--- config.mk ---
export PLATFORM = sky130hd
export DESIGN_NAME = download_sequencer
export DESIGN_NICKNAME = d
export VERILOG_FILES = /design/src/rtl/download_sequencer.sv
export SDC_FILE = /design/constraint.sdc
export NUM_CORES = 1
export LEC_CHECK = 0
export BUFFER_PORTS_ARGS = -buffer_cell sky130_fd_sc_hd__buf_2
export CAP_MARGIN = 10
export CORE_ASPECT_RATIO = 1.75
export CORE_MARGIN = 3
export CORE_UTILIZATION = 35
export DETAILED_ROUTE_END_ITERATION = 10
export GPL_ROUTABILITY_DRIVEN = 0
export PLACE_DENSITY = 0.54
export SYNTH_ARGS = -nofsm -noshare
export SYNTH_HDL_FRONTEND = slang
export SYNTH_SLANG_ARGS = --single-unit
--- constraint.sdc ---
create_clock -name clk -period 2.9 [get_ports clk]
set_input_delay 0.58 -clock clk [delete_from_list [all_inputs] [get_ports clk]]
set_output_delay 0.58 -clock clk [all_outputs]
set_load 0.01 [all_outputs]
--- src/rtl/download_sequencer.sv ---
// download_sequencer
// Buffers the io-controller download byte stream in a small FIFO and writes
// it to SDRAM over a request/acknowledge port, so memory stalls do not lose
// bytes. After a PRG load it writes a little-endian end-of-program pointer.
// It then holds `downloading` high for a programmable settle time.
//
// Ports:
//   clk           system clock
//   reset_n       synchronous, active-low reset
//   dio_download  download active level from the io controller
//   dio_index     [5:0] menu index (0 = ROM, 1 = PRG, other = ignored), [7:6] unused
//   dio_addr      byte offset within the file
//   dio_data      byte value
//   dio_wr        one-cycle byte strobe
//   mem_wr        SDRAM write request (held until mem_ack)
//   mem_ack       SDRAM accepted the request this cycle
//   mem_addr      SDRAM write address
//   mem_data      SDRAM write data
//   downloading   download or post-processing in progress
//   rom_done      sticky: a non-empty ROM image was loaded since reset
//   overflow      sticky per download: a byte was dropped on a full FIFO
module download_sequencer #(
    parameter int                ADDR_W         = 25,
    parameter int                FIFO_DEPTH     = 4,
    parameter logic [ADDR_W-1:0] ROM_START_ADDR = '0,
    parameter logic [ADDR_W-1:0] PRG_START_ADDR = '0,
    parameter logic [ADDR_W-1:0] PTR_PROGND     = '0,
    parameter logic [31:0]       PTR_END_BASE   = '0,
    parameter int                PTR_BYTES      = 2,
    parameter int                SETTLE_CYCLES  = 2
) (
    input  logic              clk,
    input  logic              reset_n,
    input  logic              dio_download,
    input  logic [7:0]        dio_index,
    input  logic [ADDR_W-1:0] dio_addr,
    input  logic [7:0]        dio_data,
    input  logic              dio_wr,
    output logic              mem_wr,
    input  logic              mem_ack,
    output logic [ADDR_W-1:0] mem_addr,
    output logic [7:0]        mem_data,
    output logic              downloading,
    output logic              rom_done,
    output logic              overflow
);

    localparam int PTR_W = (FIFO_DEPTH > 1) ? $clog2(FIFO_DEPTH) : 1;
    localparam int CNT_W = PTR_W + 1;

    typedef enum logic [2:0] {ST_IDLE, ST_XFER, ST_DRAIN, ST_PTR, ST_SETTLE} state_t;
    typedef enum logic [1:0] {DL_ROM, DL_PRG, DL_IGNORE} dl_type_t;

    state_t            state_reg, state_next;
    dl_type_t          dl_type_reg;
    logic              seen_reg;
    logic [ADDR_W-1:0] last_off_reg;
    logic              overflow_reg;
    logic              rom_done_reg;
    logic [1:0]        ptr_k_reg;
    logic [3:0]        settle_reg;

    // FIFO entries carry {address, data}
    logic [ADDR_W+7:0] fifo_mem [FIFO_DEPTH];
    logic [PTR_W-1:0]  wr_ptr_reg, rd_ptr_reg;
    logic [CNT_W-1:0]  count_reg;

    logic              fifo_empty, fifo_full;
    logic              push_req, push_ok, pop, drain_done;
    logic              ptr_last, settle_done;
    logic [ADDR_W-1:0] push_base;
    logic [31:0]       ptr_value;
    dl_type_t          idx_type;

    // Extension bits of the menu index carry no meaning here
    logic              unused_index_ext;
    assign unused_index_ext = ^dio_index[7:6];

    assign idx_type    = (dio_index[5:0] == 6'd0) ? DL_ROM :
                         (dio_index[5:0] == 6'd1) ? DL_PRG : DL_IGNORE;
    assign push_base   = (dl_type_reg == DL_ROM) ? ROM_START_ADDR : PRG_START_ADDR;
    assign fifo_empty  = (count_reg == '0);
    assign fifo_full   = (count_reg == CNT_W'(FIFO_DEPTH));
    assign push_req    = (state_reg == ST_XFER) && dio_wr && (dl_type_reg != DL_IGNORE);
    // The FIFO head is the request on the memory port, so an ack pops it
    assign pop         = mem_ack && !fifo_empty;
    assign push_ok     = push_req && (!fifo_full || pop);
    // No pushes happen in DRAIN, so the FIFO empties when its last entry is acked
    assign drain_done  = fifo_empty || ((count_reg == CNT_W'(1)) && pop);
    assign ptr_last    = (ptr_k_reg == 2'(PTR_BYTES - 1));
    assign settle_done = (settle_reg == 4'(SETTLE_CYCLES));
    // Only bytes 0..PTR_BYTES-1 are ever written, which truncates the pointer
    assign ptr_value   = PTR_END_BASE + 32'(last_off_reg) + 32'd1;

    // State register
    always_ff @(posedge clk) begin
        if (!reset_n) begin
            state_reg <= ST_IDLE;
        end else begin
            state_reg <= state_next;
        end
    end

    // Next-state logic
    always_comb begin
        state_next = state_reg;
        case (state_reg)
            ST_IDLE:   if (dio_download) state_next = ST_XFER;
            ST_XFER:   if (!dio_download) state_next = ST_DRAIN;
            ST_DRAIN:  if (drain_done)
                           state_next = (dl_type_reg == DL_PRG && seen_reg) ? ST_PTR : ST_SETTLE;
            ST_PTR:    if (mem_ack && ptr_last) state_next = ST_SETTLE;
            ST_SETTLE: if (settle_done) state_next = ST_IDLE;
            default:   state_next = ST_IDLE;
        endcase
    end

    // Outputs
    always_comb begin
        mem_wr   = 1'b0;
        mem_addr = '0;
        mem_data = '0;
        if (state_reg == ST_PTR) begin
            mem_wr   = 1'b1;
            mem_addr = PTR_PROGND + ADDR_W'(ptr_k_reg);
            mem_data = ptr_value[{ptr_k_reg, 3'b000} +: 8];
        end else if (!fifo_empty) begin
            mem_wr   = 1'b1;
            mem_addr = fifo_mem[rd_ptr_reg][ADDR_W+7:8];
            mem_data = fifo_mem[rd_ptr_reg][7:0];
        end
    end

    assign downloading = (state_reg != ST_IDLE);
    assign rom_done    = rom_done_reg;
    assign overflow    = overflow_reg;

    // FIFO storage; pointers are reset, contents need not be
    always_ff @(posedge clk) begin
        if (push_ok) begin
            fifo_mem[wr_ptr_reg] <= {push_base + dio_addr, dio_data};
        end
    end

    // Datapath registers
    always_ff @(posedge clk) begin
        if (!reset_n) begin
            wr_ptr_reg   <= '0;
            rd_ptr_reg   <= '0;
            count_reg    <= '0;
            dl_type_reg  <= DL_IGNORE;
            seen_reg     <= 1'b0;
            last_off_reg <= '0;
            overflow_reg <= 1'b0;
            rom_done_reg <= 1'b0;
            ptr_k_reg    <= '0;
            settle_reg   <= '0;
        end else begin
            if (push_ok) wr_ptr_reg <= wr_ptr_reg + 1'b1;
            if (pop)     rd_ptr_reg <= rd_ptr_reg + 1'b1;
            case ({push_ok, pop})
                2'b10:   count_reg <= count_reg + 1'b1;
                2'b01:   count_reg <= count_reg - 1'b1;
                default: count_reg <= count_reg;
            endcase

            if (state_reg == ST_IDLE && dio_download) begin
                dl_type_reg  <= idx_type;
                seen_reg     <= 1'b0;
                last_off_reg <= '0;
                overflow_reg <= 1'b0;
            end

            // The offset is tracked even for a dropped byte: it still marks file length
            if (push_req) begin
                seen_reg     <= 1'b1;
                last_off_reg <= dio_addr;
                if (!push_ok) overflow_reg <= 1'b1;
            end

            if (state_reg == ST_DRAIN) begin
                ptr_k_reg <= '0;
            end else if (state_reg == ST_PTR && mem_ack) begin
                ptr_k_reg <= ptr_k_reg + 1'b1;
            end

            settle_reg <= (state_reg == ST_SETTLE) ? settle_reg + 1'b1 : 4'd0;

            if (state_reg == ST_SETTLE && settle_done && dl_type_reg == DL_ROM && seen_reg) begin
                rom_done_reg <= 1'b1;
            end
        end
    end

endmodule

## After elaboration in Yosys (flattened, before gate mapping)

Memories as Yosys holds them, arrays and structs flattened. A register that Yosys moved wholly into a read port is not among the register bits.
Cells that the tools add are included.

| word-level totals | value |
|---|---|
| memories kept | 1 |
| logic and storage cells | 92 |
| flip-flop bits (word level) | 46 |
| memory bits (writable) | 132 |
| input port bits | 46 |

Memories:

| memory | depth | width | read ports | clocked after Yosys merged registers in | write ports | line | RTL |
|---|---|---|---|---|---|---|---|
| fifo_mem | 4 | 33 | 1 | 1 | 1 | 64 | `logic [ADDR_W+7:0] fifo_mem [FIFO_DEPTH];` |

| cells by class | value |
|---|---|
| eq/ne operators | 18 |
| shift-type cells | 1 |
| add/subtract/negate cells | 7 |
| bitwise operators | 1 |
| muxes and demuxes | 27 |
| reductions and logical operators | 26 |

Operator list:

| operator | number |
|---|---|
| $mux 25 | 4 |
| $shiftx 32x6->8 | 1 |
| $add 25x1->26 const B | 1 |
| $mux 3 | 6 |
| $mux 8 | 2 |
| $pmux 3 s5 | 1 |
| $logic_and 1x1->1 | 12 |
| $ne 2x2->1 const B | 6 |
| $mux 1 | 9 |
| $mux 2 | 4 |
| $add 2x1->2 const B | 3 |
| $eq 2x1->1 const B | 3 |
| $eq 3x1->1 const B | 2 |
| $eq 3x2->1 const B | 2 |
| $eq 3x3->1 const B | 2 |
| $eq 6x1->1 const B | 1 |
| $logic_not 3->1 | 2 |
| $logic_not 6->1 | 1 |
| $pmux 3 s2 | 1 |
| $reduce_and 5->1 | 1 |
| $add 4x1->4 const B | 1 |
| $eq 4x2->1 const B | 1 |
| $reduce_bool 2->1 | 2 |
| $add 3x1->3 const B | 1 |
| other kinds (9) | 11 |

## Longest topological paths before layout

| logic depth | value |
|---|---|
| word-level depth | 7 |
| depth in mapped cells | 8 |

## Least setup slack after synthesis

No wires, ideal clock.

| timing path | value |
|---|---|
| path type | input-to-reg |
| start | input port dio_wr |
| end | memory fifo_mem[0][0] in the netlist's numbering, enable pin |
| setup time | 0.393 ns |
| data required time | 2.507 ns |
| arrival time | 2.046 ns |
| stages on the path | 3 |
| buffers on the path | 0 |
| slack | 0.460 ns |
| cell sequence | o2111ai_1 > a31oi_2 > and2_1 |

| between the ends | value |
|---|---|
| longest elaborated chain between the ends | 5 |

RTL lines:

| item | line | RTL |
|---|---|---|
| from (decl) | 38 | `input logic dio_wr,` |
| $logic_and 1x1->1 (2 in a row) | 84 | `assign push_req = (state_reg == ST_XFER) && dio_wr && (dl_type_reg != DL_IGNORE);` |
| $logic_and 1x1->1 | 87 | `assign push_ok = push_req && (!fifo_full \|\| pop);` |
| $mux 1 | 140 | `if (push_ok) begin` |
| $mux 1 (not written as such) | 141 | `fifo_mem[wr_ptr_reg] <= {push_base + dio_addr, dio_data};` |
| to (decl) | 64 |  |

Every way passes these cells.

## Final worst setup path

| timing path | value |
|---|---|
| start | register last_off_reg[1] |
| end | output port mem_data[4] |

| between the ends | value |
|---|---|
| longest elaborated chain between the ends | 3 |

RTL lines:

| item | line | RTL |
|---|---|---|
| from (decl) | 57 | `logic [ADDR_W-1:0] last_off_reg;` |
| from (signal assigned) | 177 | `last_off_reg <= dio_addr;` |
| $add 25x1->26 | 93 | `assign ptr_value = PTR_END_BASE + 32'(last_off_reg) + 32'd1;` |
| $shiftx 32x6->8 | 126 | `mem_data = ptr_value[{ptr_k_reg, 3'b000} +: 8];` |
| $mux 8 | 123 | `if (state_reg == ST_PTR) begin` |
| to (decl) | 42 | `output logic [7:0] mem_data,` |

Every way passes these cells.

==> impl_metrics.env <==
export IMPL_status="finished clean"
export IMPL_hold_path_class="primary input to register"
export IMPL_slowest_delay_ps=380
export IMPL_hpwl_um=12870
export IMPL_die_y_um=203.3
export IMPL_report_final_slew_viol_count=0
export IMPL_start_kind="register"
export IMPL_finalSetupViolations=0
export IMPL_grt_pass1_wl_um=28680
export IMPL_pin_count=83
export IMPL_place_port_buffers=80
export IMPL_met2_usage=0.2934
export IMPL_crit_type="register to output port"
export IMPL_crit_required_ps=2320
export IMPL_fillers=2039
export IMPL_syn_to_final_growth_pct=19.84
export IMPL_core_mm2=0.02168
export IMPL_dieArea_mm2=0.02413
export IMPL_multiInputGateArea_mm2=0.002715
export IMPL_n_antenna_cell=0
export IMPL_cts_made_buffers=17
export IMPL_grt_util_met1=0.1691
export IMPL_grt_ovfl_total=0
export IMPL_grt_util_met3=0.03080
export IMPL_syn_area_per_cell_um2=14.28
export IMPL_finClkSkew_ps=6.376
export IMPL_r2r_slack_ps=830
export IMPL_routed_wl_um=18020
export IMPL_crit_chain="ha_4 > nand3_2 > nor4_2 > buf_4 > nand4_1 > xnor2_1 > a221o_1 > buf_2"
export IMPL_worstSkewPairLatency_ps=430
export IMPL_vias_per_cell=5.071
export IMPL_cts_tree="yes"
export IMPL_crit_buf_inv=2
export IMPL_cts_sinks=180
export IMPL_async_flop_share=0
export IMPL_clk_pin_slew_ps=70
export IMPL_synth_edf_count=132
export IMPL_cts_root_buf="clkbuf_16"
export IMPL_synth_area_leaders="edfxtp_1 51%, dfxtp_1 12%, mux4_2 9.5%"
export IMPL_cts_buffer_depth=2
export IMPL_power_total_mw=6.855
export IMPL_grt_pass1_vias=5194
export IMPL_regArea_mm2=0.004942
export IMPL_num_vias=4812
export IMPL_busiest_layer="met2"
export IMPL_die_w_um=118.7
export IMPL_timing_slew_headroom=0.7169
export IMPL_drc=0
export IMPL_final_layout_size_suffix_gt1_frac=0.3029
export IMPL_fin_nets=702
export IMPL_grt_max_degree=31
export IMPL_holdBufCountCts=0
export IMPL_start_util=0.3590
export IMPL_synth_flop_cell="edfxtp_1"
export IMPL_fin_util=0.4303
export IMPL_drt_wirelength_per_cell_um=18.99
export IMPL_antenna_left=0
export IMPL_cp_end_kind="output port"
export IMPL_synth_cell_type_count=52
export IMPL_cellLeakagePower_nw=3.271
export IMPL_synth_top_area_frac=0.5093
export IMPL_synth_fp_nets=603
export IMPL_synth_warning_count=0
export IMPL_htreeDepth=4
export IMPL_drtIter0Drc=239
export IMPL_grt_antenna_before_repair=0
export IMPL_synth_cells=545
export IMPL_grt_use_total=0.1536
export IMPL_slowest_stage="dfxtp_2"
export IMPL_synth_top_area_cell="edfxtp_1"
export IMPL_drtPass1Iterations=5
export IMPL_powerDensity_mw_per_mm2=735.0
export IMPL_yosys_register_bits=180
export IMPL_largest_reg_flops=132
export IMPL_critical_path_max_fanout=5
export IMPL_synth_seq_area_share=0.6328
export IMPL_irDropWorstVdd_mv=0.3662
export IMPL_period_needed_ps=2797
export IMPL_tightest_slew_ps=424.7
export IMPL_cp_arrival_ps=2220
export IMPL_maxCapViolCount=0
export IMPL_synth_cell_area_mm2=0.007782
export IMPL_final_hold_violation_count=0
export IMPL_rows=71
export IMPL_rsz0062_at_grt="no"
export IMPL_post_route_period_util=0.9646
export IMPL_fmax_mhz=357.5
export IMPL_setup_tns_ps=0
export IMPL_crit_family="simple AND/OR/NAND/NOR gates"
logic make-up after synthesis:
family	Yosys count	share of synthesized area
adders and majority gates	12	0.01929
and+or+nand+nor	171	0.1278
muxes	37	0.1008
buffers and inverters	44	0.02251
DFF	180	0.6328
AOI/OAI and AO/OA	76	0.06865
xor gates and xnor gates	25	0.02814
synthesized netlist by cell type, types with 2 or more instances:
cell,instances
ha_1,12
xnor2_1,13
a22oi_1,27
and3b_1,2
nor2_1,18
o211ai_1,6
nor4_1,3
or3_1,3
edfxtp_1,132
nand2b_1,3
nand2_1,26
buf_2,7
xor2_1,12
inv_1,13
and2_1,12
mux2i_1,3
a31oi_1,4
nand3_1,16
nor2b_1,33
dfxtp_1,48
nand4_4,2
nor3_1,11
o21ai_0,13
a21oi_1,11
nor3b_1,3
and3_1,25
nand4_1,7
nand3b_1,2
o32ai_1,2
clkbuf_1,22
mux4_2,33
worst register-to-register path, cell delays in order, from the launching register on:
cell,delay (ps)
dfxtp_1,310
buf_4,150
nor2_1,130
o2111ai_1,180
a31oi_2,360
and2_1,210
buf_4,350
placed cells by master (no fill, tap or decap), drive strengths merged, types with 6 or more instances in the layout:
cell | Yosys | final
nor2b | 33 | 33
xnor2 | 13 | 13
a22oi | 27 | 27
nor2 | 18 | 18
nand2 | 26 | 26
a21oi | 11 | 11
nand3 | 16 | 16
o211ai | 6 | 6
nor3 | 11 | 11
clkbuf | 23 | 20
and2 | 12 | 12
nand4 | 9 | 9
edfxtp | 132 | 132
dfxtp | 48 | 48
o21ai | 13 | 13
buf | 8 | 111
and3 | 25 | 25
mux4 | 33 | 33
inv | 13 | 20
ha | 12 | 12
xor2 | 12 | 12
area by class of cell:
cell class                      count  share of cell area
Inverter                           13            0.005232
Tap cell                          292             0.03917
Clock inverter                     12             0.01221
Timing Repair Buffer              111             0.07325
Sequential cell                   180              0.5299
Clock buffer                       20             0.04910
Multi-Input combinational cell    321              0.2911
worst paths after layout:
kind | cells after the start | from | endpoint
setup / recovery | 8 | last_off_reg[1] | mem_data[4]
hold / removal | 1 | dio_data[6] | fifo_mem[3][6]
setup reg to reg | 6 | state_reg[2] | fifo_mem[1][11]
hold reg to reg | 2 | rom_done | rom_done
per-stage QoR:
step | instance area, um^2 | std cells | worst slack, ps | hold WS, ps
3_3_place_gp | 8661 | 911 | 330.5 | 438.2
4_1_cts | 9293 | 949 | 0.5764 | 350.9
3_5_place_dp | 8661 | 911 | 317.8 | 445.7
6_report | 9326 | 949 | 102.6 | 369.4
5_1_grt | 9326 | 949 | 15.59 | 349.0
2_1_floorplan | 7782 | 545 | 460.5 | 429.7
power by group:
group | total (mW) | leakage, nW | internal [mW] | switching, mW
sequential | 2.86 | 1.58 | 2.79 | 0.0639
clock | 2.24 | 0.283 | 1.25 | 0.989
combinational | 1.76 | 1.41 | 0.830 | 0.928
total | 6.86 | 3.27 | 4.87 | 1.98
routing by layer:
metal,up-vias,routed length (um)
li1,2291,-
met1,2420,6932
met2,82,10310
met3,19,530
met4,0,252
met5,-,0
timing repair:
item,CTS,global route
gates resized for setup,7,13
setup buffers,6,0
pin swaps,2,0
hold endpoints to repair,0,0
endpoints found under the setup margin,10,9
No activity file was read; power rests on OpenSTA's default activity.
